`config.mk`:
```
export PLATFORM = sky130hd
export DESIGN_NAME = shiftin_rx_flat
export DESIGN_NICKNAME = d
export VERILOG_FILES = /design/src/rtl/shiftin_rx_if.sv /design/src/rtl/shiftin_rx.sv /design/src/flat_wrapper.sv
export SDC_FILE = /design/constraint.sdc
export NUM_CORES = 1
export LEC_CHECK = 0
export CAP_MARGIN = 30
export CORE_ASPECT_RATIO = 1.25
export CORE_MARGIN = 3
export CORE_UTILIZATION = 25
export CTS_CLUSTER_DIAMETER = 150
export DETAILED_ROUTE_END_ITERATION = 8
export SETUP_SLACK_MARGIN = 0.3
export SLEW_MARGIN = 20
export SYNTH_ARGS = -nofsm -noshare
export SYNTH_HDL_FRONTEND = slang
export SYNTH_SLANG_ARGS = --single-unit
```
`constraint.sdc`:
```
create_clock -name ICE_CLK -period 2.83 [get_ports ICE_CLK]
set_input_delay 0.7075 -clock ICE_CLK [delete_from_list [all_inputs] [get_ports ICE_CLK]]
set_output_delay 0.7075 -clock ICE_CLK [all_outputs]
set_load 0.01 [all_outputs]
```
`src/rtl/shiftin_rx_if.sv`:
```
// Three-wire latch/clock/data shift link plus the receiver's parallel result port.
// The master side drives the serial wires; the slave side is the receiver.
interface shiftin_rx_if #(
    parameter int DATA_WIDTH = 32
);
    logic                  SHIFT_LATCH;
    logic                  SHIFT_CLOCK;
    logic                  SHIFT_DATA;
    logic [DATA_WIDTH-1:0] data_out;
    logic                  data_valid;
    logic                  frame_error;
    logic                  busy;

    modport master (
        output SHIFT_LATCH, SHIFT_CLOCK, SHIFT_DATA,
        input  data_out, data_valid, frame_error, busy
    );

    modport slave (
        input  SHIFT_LATCH, SHIFT_CLOCK, SHIFT_DATA,
        output data_out, data_valid, frame_error, busy
    );
endinterface

```
`src/rtl/shiftin_rx.sv`:
```
// Serial-in, parallel-out receiver: oversamples the shift wires on ICE_CLK,
// assembles words MSB-first and commits them on a latch rise.
module shiftin_rx #(
    parameter int DATA_WIDTH     = 32,
    parameter int SYNC_STAGES    = 2,
    parameter int TIMEOUT_CYCLES = 1024
) (
    input  logic        ICE_CLK,
    input  logic        RST_N,
    shiftin_rx_if.slave bus
);
    localparam int CNT_W  = $clog2(DATA_WIDTH + 2);
    localparam int TMO_W  = (TIMEOUT_CYCLES > 2) ? $clog2(TIMEOUT_CYCLES) : 1;
    localparam int MASK_W = $clog2(SYNC_STAGES + 2);
    localparam bit TMO_EN = (TIMEOUT_CYCLES != 0);

    localparam logic [CNT_W-1:0]  CNT_FULL  = CNT_W'(DATA_WIDTH);
    localparam logic [CNT_W-1:0]  CNT_MAX   = CNT_W'(DATA_WIDTH + 1);
    localparam logic [TMO_W-1:0]  TMO_LAST  = TMO_W'(TIMEOUT_CYCLES - 1);
    localparam logic [MASK_W-1:0] MASK_DONE = MASK_W'(SYNC_STAGES + 1);

    localparam int PIN_CLK = 0;
    localparam int PIN_LAT = 1;
    localparam int PIN_DAT = 2;

    typedef enum logic {
        IDLE,
        SHIFT
    } state_t;

    logic [2:0]                  pins;
    logic [SYNC_STAGES-1:0][2:0] sync_q;
    logic [2:0]                  synced;
    logic [2:0]                  hist_q;
    logic [MASK_W-1:0]           mask_q;
    logic                        edge_en;
    logic                        clk_rise_q;
    logic                        lat_rise_q;

    assign pins    = {bus.SHIFT_DATA, bus.SHIFT_LATCH, bus.SHIFT_CLOCK};
    assign synced  = sync_q[SYNC_STAGES-1];
    assign edge_en = (mask_q == MASK_DONE);

    // Rises are registered so a data bit is taken from the history flop,
    // i.e. the data sample aligned with the clock sample that rose.
    always_ff @(posedge ICE_CLK) begin
        if (!RST_N) begin
            sync_q     <= '0;
            hist_q     <= '0;
            mask_q     <= '0;
            clk_rise_q <= 1'b0;
            lat_rise_q <= 1'b0;
        end else begin
            // NOTE: non-blocking assignments keep every flop sampling pre-edge values, so the chain shifts one stage per clock.
            sync_q     <= {sync_q[SYNC_STAGES-2:0], pins};
            hist_q     <= synced;
            clk_rise_q <= edge_en & synced[PIN_CLK] & ~hist_q[PIN_CLK];
            lat_rise_q <= edge_en & synced[PIN_LAT] & ~hist_q[PIN_LAT];
            if (mask_q != MASK_DONE) begin
                mask_q <= mask_q + 1'b1;
            end
        end
    end

    state_t                state_q, state_d;
    logic [CNT_W-1:0]      cnt_q, cnt_d, cnt_eff;
    logic [DATA_WIDTH-1:0] sr_q, sr_d, sr_eff;
    logic [TMO_W-1:0]      tmo_q, tmo_d;
    logic [DATA_WIDTH-1:0] dout_q, dout_d;
    logic                  valid_q, valid_d;
    logic                  ferr_q, ferr_d;

    always_ff @(posedge ICE_CLK) begin
        if (!RST_N) begin
            state_q <= IDLE;
            cnt_q   <= '0;
            sr_q    <= '0;
            tmo_q   <= '0;
            dout_q  <= '0;
            valid_q <= 1'b0;
            ferr_q  <= 1'b0;
        end else begin
            state_q <= state_d;
            cnt_q   <= cnt_d;
            sr_q    <= sr_d;
            tmo_q   <= tmo_d;
            dout_q  <= dout_d;
            valid_q <= valid_d;
            ferr_q  <= ferr_d;
        end
    end

    // A clock rise in the same cycle as a latch rise is folded in before the frame is judged.
    assign sr_eff  = clk_rise_q ? {sr_q[DATA_WIDTH-2:0], hist_q[PIN_DAT]} : sr_q;
    assign cnt_eff = !clk_rise_q       ? cnt_q   :
                     (cnt_q == CNT_MAX) ? CNT_MAX : cnt_q + 1'b1;

    always_comb begin
        // NOTE: every target gets a default first so no path through the case leaves it unassigned (no latch).
        state_d = state_q;
        cnt_d   = cnt_q;
        sr_d    = sr_q;
        tmo_d   = tmo_q;
        dout_d  = dout_q;
        valid_d = 1'b0;
        ferr_d  = ferr_q;
        case (state_q)
            IDLE: begin
                if (clk_rise_q) begin
                    sr_d    = sr_eff;
                    cnt_d   = cnt_eff;
                    tmo_d   = '0;
                    state_d = SHIFT;
                end
            end
            SHIFT: begin
                sr_d  = sr_eff;
                cnt_d = cnt_eff;
                if (lat_rise_q) begin
                    if (cnt_eff == CNT_FULL) begin
                        dout_d  = sr_eff;
                        valid_d = 1'b1;
                        ferr_d  = 1'b0;
                    end else begin
                        ferr_d = 1'b1;
                    end
                    cnt_d   = '0;
                    tmo_d   = '0;
                    state_d = IDLE;
                end else if (clk_rise_q) begin
                    tmo_d = '0;
                end else if (TMO_EN && tmo_q == TMO_LAST) begin
                    ferr_d  = 1'b1;
                    cnt_d   = '0;
                    tmo_d   = '0;
                    sr_d    = '0;
                    state_d = IDLE;
                end else if (TMO_EN) begin
                    tmo_d = tmo_q + 1'b1;
                end
            end
            default: state_d = IDLE;
        endcase
    end

    always_comb begin
        bus.data_out    = dout_q;
        bus.data_valid  = valid_q;
        bus.frame_error = ferr_q;
        bus.busy        = (state_q == SHIFT);
    end
endmodule
```
`src/flat_wrapper.sv`:
```
// flat-port wrapper written by rule: the top's interface ports become plain ports
module shiftin_rx_flat 
#(
    parameter int DATA_WIDTH     = 32,
    parameter int SYNC_STAGES    = 2,
    parameter int TIMEOUT_CYCLES = 1024
)
  (ICE_CLK, RST_N, bus_SHIFT_LATCH, bus_SHIFT_CLOCK, bus_SHIFT_DATA, bus_data_out, bus_data_valid, bus_frame_error, bus_busy);
  shiftin_rx_if #(.DATA_WIDTH(DATA_WIDTH)) bus_i ();
  input  logic ICE_CLK;
  input  logic RST_N;
  input wire logic [$bits(bus_i.SHIFT_LATCH)-1:0] bus_SHIFT_LATCH;
  input wire logic [$bits(bus_i.SHIFT_CLOCK)-1:0] bus_SHIFT_CLOCK;
  input wire logic [$bits(bus_i.SHIFT_DATA)-1:0] bus_SHIFT_DATA;
  output wire logic [$bits(bus_i.data_out)-1:0] bus_data_out;
  output wire logic [$bits(bus_i.data_valid)-1:0] bus_data_valid;
  output wire logic [$bits(bus_i.frame_error)-1:0] bus_frame_error;
  output wire logic [$bits(bus_i.busy)-1:0] bus_busy;
  assign bus_i.SHIFT_LATCH = bus_SHIFT_LATCH;
  assign bus_i.SHIFT_CLOCK = bus_SHIFT_CLOCK;
  assign bus_i.SHIFT_DATA = bus_SHIFT_DATA;
  assign bus_data_out = bus_i.data_out;
  assign bus_data_valid = bus_i.data_valid;
  assign bus_frame_error = bus_i.frame_error;
  assign bus_busy = bus_i.busy;
  shiftin_rx #(.DATA_WIDTH(DATA_WIDTH), .SYNC_STAGES(SYNC_STAGES), .TIMEOUT_CYCLES(TIMEOUT_CYCLES)) u_core (.ICE_CLK(ICE_CLK), .RST_N(RST_N), .bus(bus_i));
endmodule
```
; Yosys cells after proc, flatten, opt, wreduce, memory -nomap -nowiden
; Cells that the tools add are included.
[op_classes]
addsub = 3
eq_ne = 7
muxes = 28
bitwise = 7
n_reduce_logical = 4
[op_table]
columns = operator, n
row1 = $mux W32, 5
row2 = $pmux W32 S2, 1
row3 = $mux W10, 4
row4 = $mux W6, 6
row5 = $pmux W10 S2, 1
row6 = $eq A6 B6 Y1 const B, 2
row7 = $pmux W6 S2, 1
row8 = $add A10 B1 Y10 const B, 1
row9 = $eq A10 B10 Y1 const B, 1
row10 = $mux W1, 9
row11 = $reduce_and A3 Y1, 3
row12 = $add A6 B1 Y6 const B, 1
row13 = $and A1 B1 Y1, 4
row14 = $ne A2 B2 Y1 const B, 2
row15 = $not A1 Y1, 3
row16 = $add A2 B1 Y2 const B, 1
row17 = $eq A2 B2 Y1 const B, 1
row18 = $ne A2 B1 Y1 const B, 1
row19 = $pmux W1 S2, 1
row20 = $reduce_bool A2 Y1, 1
[word_totals]
register_bits = 96
in_bits = 5
output_inout_bits = 35
wordCells = 62

; Longest topological paths before layout
[depth]
word_depth = 7
depth_mapped = 9
mapped_depth_nobuf = 7

; Least setup slack after synthesis
; OpenSTA, ideal clock, no wires.
[synth_timing]
path_type = reg-to-reg
from = register u_core.tmo_q[0]
to = register u_core.cnt_q[4]
setup_ns = 0.120
t_arrival_ns = 1.849
required_time_ns = 2.710
slack_ns = 0.861
path_stages_with_launch = 8
path_buffers = 1
period_less_slack_ns = 1.969
cell_sequence = dfxtp_1 -> ha_1 -> nand3_1 -> or4_4 -> and2_4 -> buf_6 -> and3_1 -> a211o_1
[synth_via]
elab_chain_cells = 5
[synth_lines]
columns = item, line
row1 = start: declaration, shiftin_rx.sv:68  ; logic [TMO_W-1:0] tmo_q, tmo_d;
row2 = start signal: assignment, shiftin_rx.sv:86  ; tmo_q <= tmo_d;
row3 = $eq A10 B10 Y1, shiftin_rx.sv:132  ; end else if (TMO_EN && tmo_q == TMO_LAST) begin
row4 = $mux W6, shiftin_rx.sv:132
row5 = $mux W6, shiftin_rx.sv:130  ; end else if (clk_rise_q) begin
row6 = $mux W6, shiftin_rx.sv:119  ; if (lat_rise_q) begin
row7 = $pmux W6 S2, shiftin_rx.sv:107  ; case (state_q)
row8 = end signal: assignment, shiftin_rx.sv:84  ; cnt_q <= cnt_d;
row9 = end: declaration, shiftin_rx.sv:66  ; logic [CNT_W-1:0] cnt_q, cnt_d, cnt_eff;
; Every way passes these cells.
; A chain may end at the register's enable or synchronous reset.

; Worst setup path after layout
[layout_timing]
from = register u_core.clk_rise_q
to = register u_core.dout_q[1] (netlist: u_core.bus.data_out[1])
[layout_via]
elab_chain_cells = 3
elab_cells_between_ends = 4
cone_classes = eq/ne: 1 / mux: 2 / reduce/logical: 1
[layout_lines]
columns = item, line
row1 = start: declaration, shiftin_rx.sv:37  ; logic clk_rise_q;
row2 = start signal: assignment, shiftin_rx.sv:57  ; clk_rise_q <= edge_en & synced[PIN_CLK] & ~hist_q[PIN_CLK];
row3 = $mux W6, shiftin_rx.sv:95  ; assign cnt_eff = !clk_rise_q ? cnt_q :
row4 = $eq A6 B6 Y1, shiftin_rx.sv:120  ; if (cnt_eff == CNT_FULL) begin
row5 = $reduce_and A3 Y1 (no line), -
row6 = end signal: assignment, shiftin_rx.sv:87  ; dout_q <= dout_d;
row7 = end: declaration, shiftin_rx.sv:69  ; logic [DATA_WIDTH-1:0] dout_q, dout_d;
; Parallel ways exist; a longest one is shown, timed or not.

==> summary.md <==
| Metric | Value |
|---|---|
| Inserted Diodes | 0 |
| Area Overhead vs Synth | 19.92% |
| Layout cells sized above 1 | 0.1564 |
| Synth Register Bits | 96 |
| Crit end category | flop |
| I/O pins | 40 |
| Crit-path slowest cell | dfxtp_2 |
| Max_cap viols | 0 |
| Synth warn | 0 |
| Crit path launch type | flop |
| Die X | 121.8 um |
| Clock slew at reported path FFs | 0.06 ns |
| Area share of fa/ha/maj cells after synthesis | 0.01195 |
| Syn Area/Cell | 9.392 um^2 |
| Iter 0 DRT Violations | 106 |
| Post-Synth Simple-Gate Area | 0.1440 |
| Fin worst setup slack | 0.5757 ns |
| Dominant combinational cell family by area after synthesis | compound AO/OA/AOI/OAI gates |
| Antenna violations before repair | 0 |
| Die Footprint | roughly 0.018 mm^2 |
| Number of fill cells in the layout | 1681 |
| H-tree depth | 3 |
| Clk root buf | clkbuf_16 |
| Final hold violation count | 0 |
| Leak pwr | 1.755 nW |
| Largest net degree at the start of global routing | 45 |
| Die height | 150.7 um |
| Crit path top cell by count | buf_4 |
| Worst skew pair latency | 0.34 ns |
| Status | finished clean |
| Final hold slack | 0.4350 ns |
| Crit-path cells | buf_4 > buf_4 > mux2_2 > o41ai_1 > a21oi_2 |
| Compound-gate portion of the synthesized area | 0.2016 |
| Drt first pass iters | 4 |
| Fin crit period | 2.254 ns |
| Netlist Area Pre-Place | 0.004189 mm^2 |
| Number of setup buffers added after CTS | 0 |
| IO Port Bufs | 39 |
| Fin crit share | 0.7966 |
| CTS tree | built |
| Inserted Clock Buffers | 9 |
| Final Wtd Congestion | 0.7740 |
| Arr. time, crit path | between 2 and 2.5 ns |
| Slew @ Worst Pin | 0.7196 ns |
| Tot GR Track Use | 0.1055 |
| Synth Flop Type | dfxtp_1 |
| Std-Cell Rows | 52 |
| Setup TNS | 0 ns |
| Final ANT Viol Nets | 0 |
| Max IR drop VDD | 0.3077 mV |
| Final Skew | 0.007316 ns |
| Placed cells | approximately 670 |
| Post-Syn Nets | 455 |
| Non-filler cells in the finished layout | 689 |
| # setup viols final | 0 |
| Critical path type | flop to flop |
| Fin area | 0.005024 mm^2 |
| Fin. max-slew vios | 0 |
| WL final | 9265 um |
| Avg WL per Cell | about 13 um |
| FMAX | around 440 MHz |
| Pwr Total | ~2.6 mW |
| Pre-CTS WS | 0.5067 ns |
| WP data required | 3.04 ns |
| Xor/xnor share of the synthesized area | 0.02300 |
| Vias | 3291 |
| Number of global-route vias before repair | 3342 |
| Global-route wire length before repair | 15700 um |
| GRT overflow | 0 |
| Pwr/cell area | 510.5 mW/mm^2 |
| Final Util | 0.3076 |
| Min-Delay Path Class | flop to flop |
| Area after DPL | between 0.004 and 0.005 mm^2 |
| Register area share after synthesis | 0.4588 |
| DRC | 0 |
| DP HPWL | 6122 um |
| Number of synthesized flops with an enable pin | 0 |
| FFs w/ async S/R, synth | 0 |
| Initial core utilization | 0.2565 |
| Synthesized instance count | between 400 and 500 |
| R2R setup slack | approximately 0.58 ns |
| Mux cell area share after synthesis | 0.08542 |
| Clk buf depth | 2 |
| RSZ-0062 raised after global routing | no |
| Sink Count | 96 |
| Critical path's largest stage delay | around 0.50 ns |
| Yosys cell types | 46 |
| CORE AREA | 0.01633 mm^2 |
| Worst rel slew slack | 0.5192 |
| Hold-fix buffers, CTS | 0 |
| Final net count | 477 |
| Drt via density | 4.776 |
| Worst Path Max Fanout | 44 |
==> timing repair <==
| item | CTS | global route |
|---|---|---|
| resized for setup | 0 | 1 |
| endpoints found under the hold margin | 0 | 0 |
| endpoints found under the setup margin | 0 | 2 |
==> state kept, by name (all words and copies together) (netlist names) <==
| register | cells |
|---|---|
| u_core.lat_rise_q | 1 |
| u_core.bus.data_valid | 1 |
| u_core.bus.busy | 1 |
| u_core.sync_q | 3 |
| u_core.cnt_q | 6 |
| u_core.bus.data_out | 32 |
| u_core.sr_q | 32 |
| u_core.tmo_q | 10 |
| u_core.synced | 3 |
| u_core.hist_q | 3 |
| u_core.mask_q | 2 |
| u_core.clk_rise_q | 1 |
| u_core.bus.frame_error | 1 |
==> worst paths after layout <==
path                                startpoint                                  end  cells after the start
setup / recovery  u_core.clk_rise_q$_SDFF_PN0_  u_core.bus.data_out[1]$_SDFFE_PN0P_                      5
hold / removal     u_core.sync_q[0]$_SDFF_PN0_          u_core.synced[0]$_SDFF_PN0_                      1
setup reg to reg  u_core.clk_rise_q$_SDFF_PN0_  u_core.bus.data_out[1]$_SDFFE_PN0P_                      5
hold reg to reg    u_core.sync_q[0]$_SDFF_PN0_          u_core.synced[0]$_SDFF_PN0_                      1
==> critical path: cells and delay by family (launching register included) <==
| family | cells | cell delay (ns) |
|---|---|---|
| AOI/OAI and AO/OA | 2 | 0.43 |
| buffers and inverters | 2 | 0.79 |
| DFF | 1 | 0.50 |
| muxes | 1 | 0.39 |
==> power by group <==
part | switching (mW) | leakage (nW) | internal [mW]
Sequential | 0.00626 | 0.775 | 1.36
Clock | 0.493 | 0.129 | 0.622
Combinational | 0.0476 | 0.850 | 0.0323
==> cells in the mapped netlist, types with 2 or more instances <==
library cell	number	area (um^2)
nor4_1	3	18.77
o21ai_0	4	20.02
o31ai_1	2	15.01
or3_1	2	12.51
nand2b_1	3	18.77
and2_1	10	62.56
inv_1	36	135.1
clkbuf_1	27	101.4
o41ai_1	31	271.5
a21oi_1	30	150.1
nand2_1	13	48.80
a31oi_1	2	12.51
and3b_1	3	26.28
and3_1	6	37.54
nor3_1	4	20.02
mux2_2	30	337.8
a22oi_1	30	225.2
a22o_1	2	17.52
mux2i_1	2	20.02
buf_2	3	15.01
nor2b_1	2	12.51
nand4_1	5	31.28
dfxtp_1	96	1922
xor2_1	9	78.83
nor2_1	48	180.2
xnor2_1	2	17.52
a21oi_2	10	87.58
ha_1	4	50.05
buf_6	5	56.30
nand3_1	6	30.03
==> cell usage in the layout, fill, tap and decap left out, types with 7 or more instances in the layout <==
cell | Yosys | layout
dfxtp_1 | 96 | 95
nor2_1 | 48 | 46
clkdlybuf4s50_1 | 0 | 39
inv_1 | 36 | 36
o41ai_1 | 31 | 31
a22oi_1 | 30 | 30
a21oi_1 | 30 | 30
mux2_2 | 30 | 30
nand2_1 | 13 | 13
and2_1 | 10 | 10
a21oi_2 | 10 | 10
xor2_1 | 9 | 9
clkbuf_16 | 0 | 9
buf_4 | 0 | 7
==> layout make-up <==
class	instances	area, um^2	share of cell area
clock buffer	12	246.5	0.04907
clock inverter	4	28.78	0.005729
inverter	37	138.9	0.02765
multi-input combinational	277	1962	0.3905
sequential	96	1923	0.3828
tap	216	270.3	0.05380
timing repair buffer	47	454.2	0.09041
==> cells by family after synthesis <==
logic type	after synthesis
xor+xnor	11
simple gates	114
mux	32
buf+inv	73
compound gates	116
fa+ha+maj	4
flops	96
==> metal layers <==
| metal | track usage | vias to the layer above | part of all wire |
|---|---|---|---|
| met4 | 0.05269 | 0 | 0.019 |
| met1 | 0.1228 | 1585 | 0.46 |
| met2 | 0.1773 | 59 | 0.49 |
| li1 | - | 1634 | - |
| met5 | 0 | - | 0 |
| met3 | 0.02931 | 13 | 0.033 |
Power figures use the tool's default switching activity.
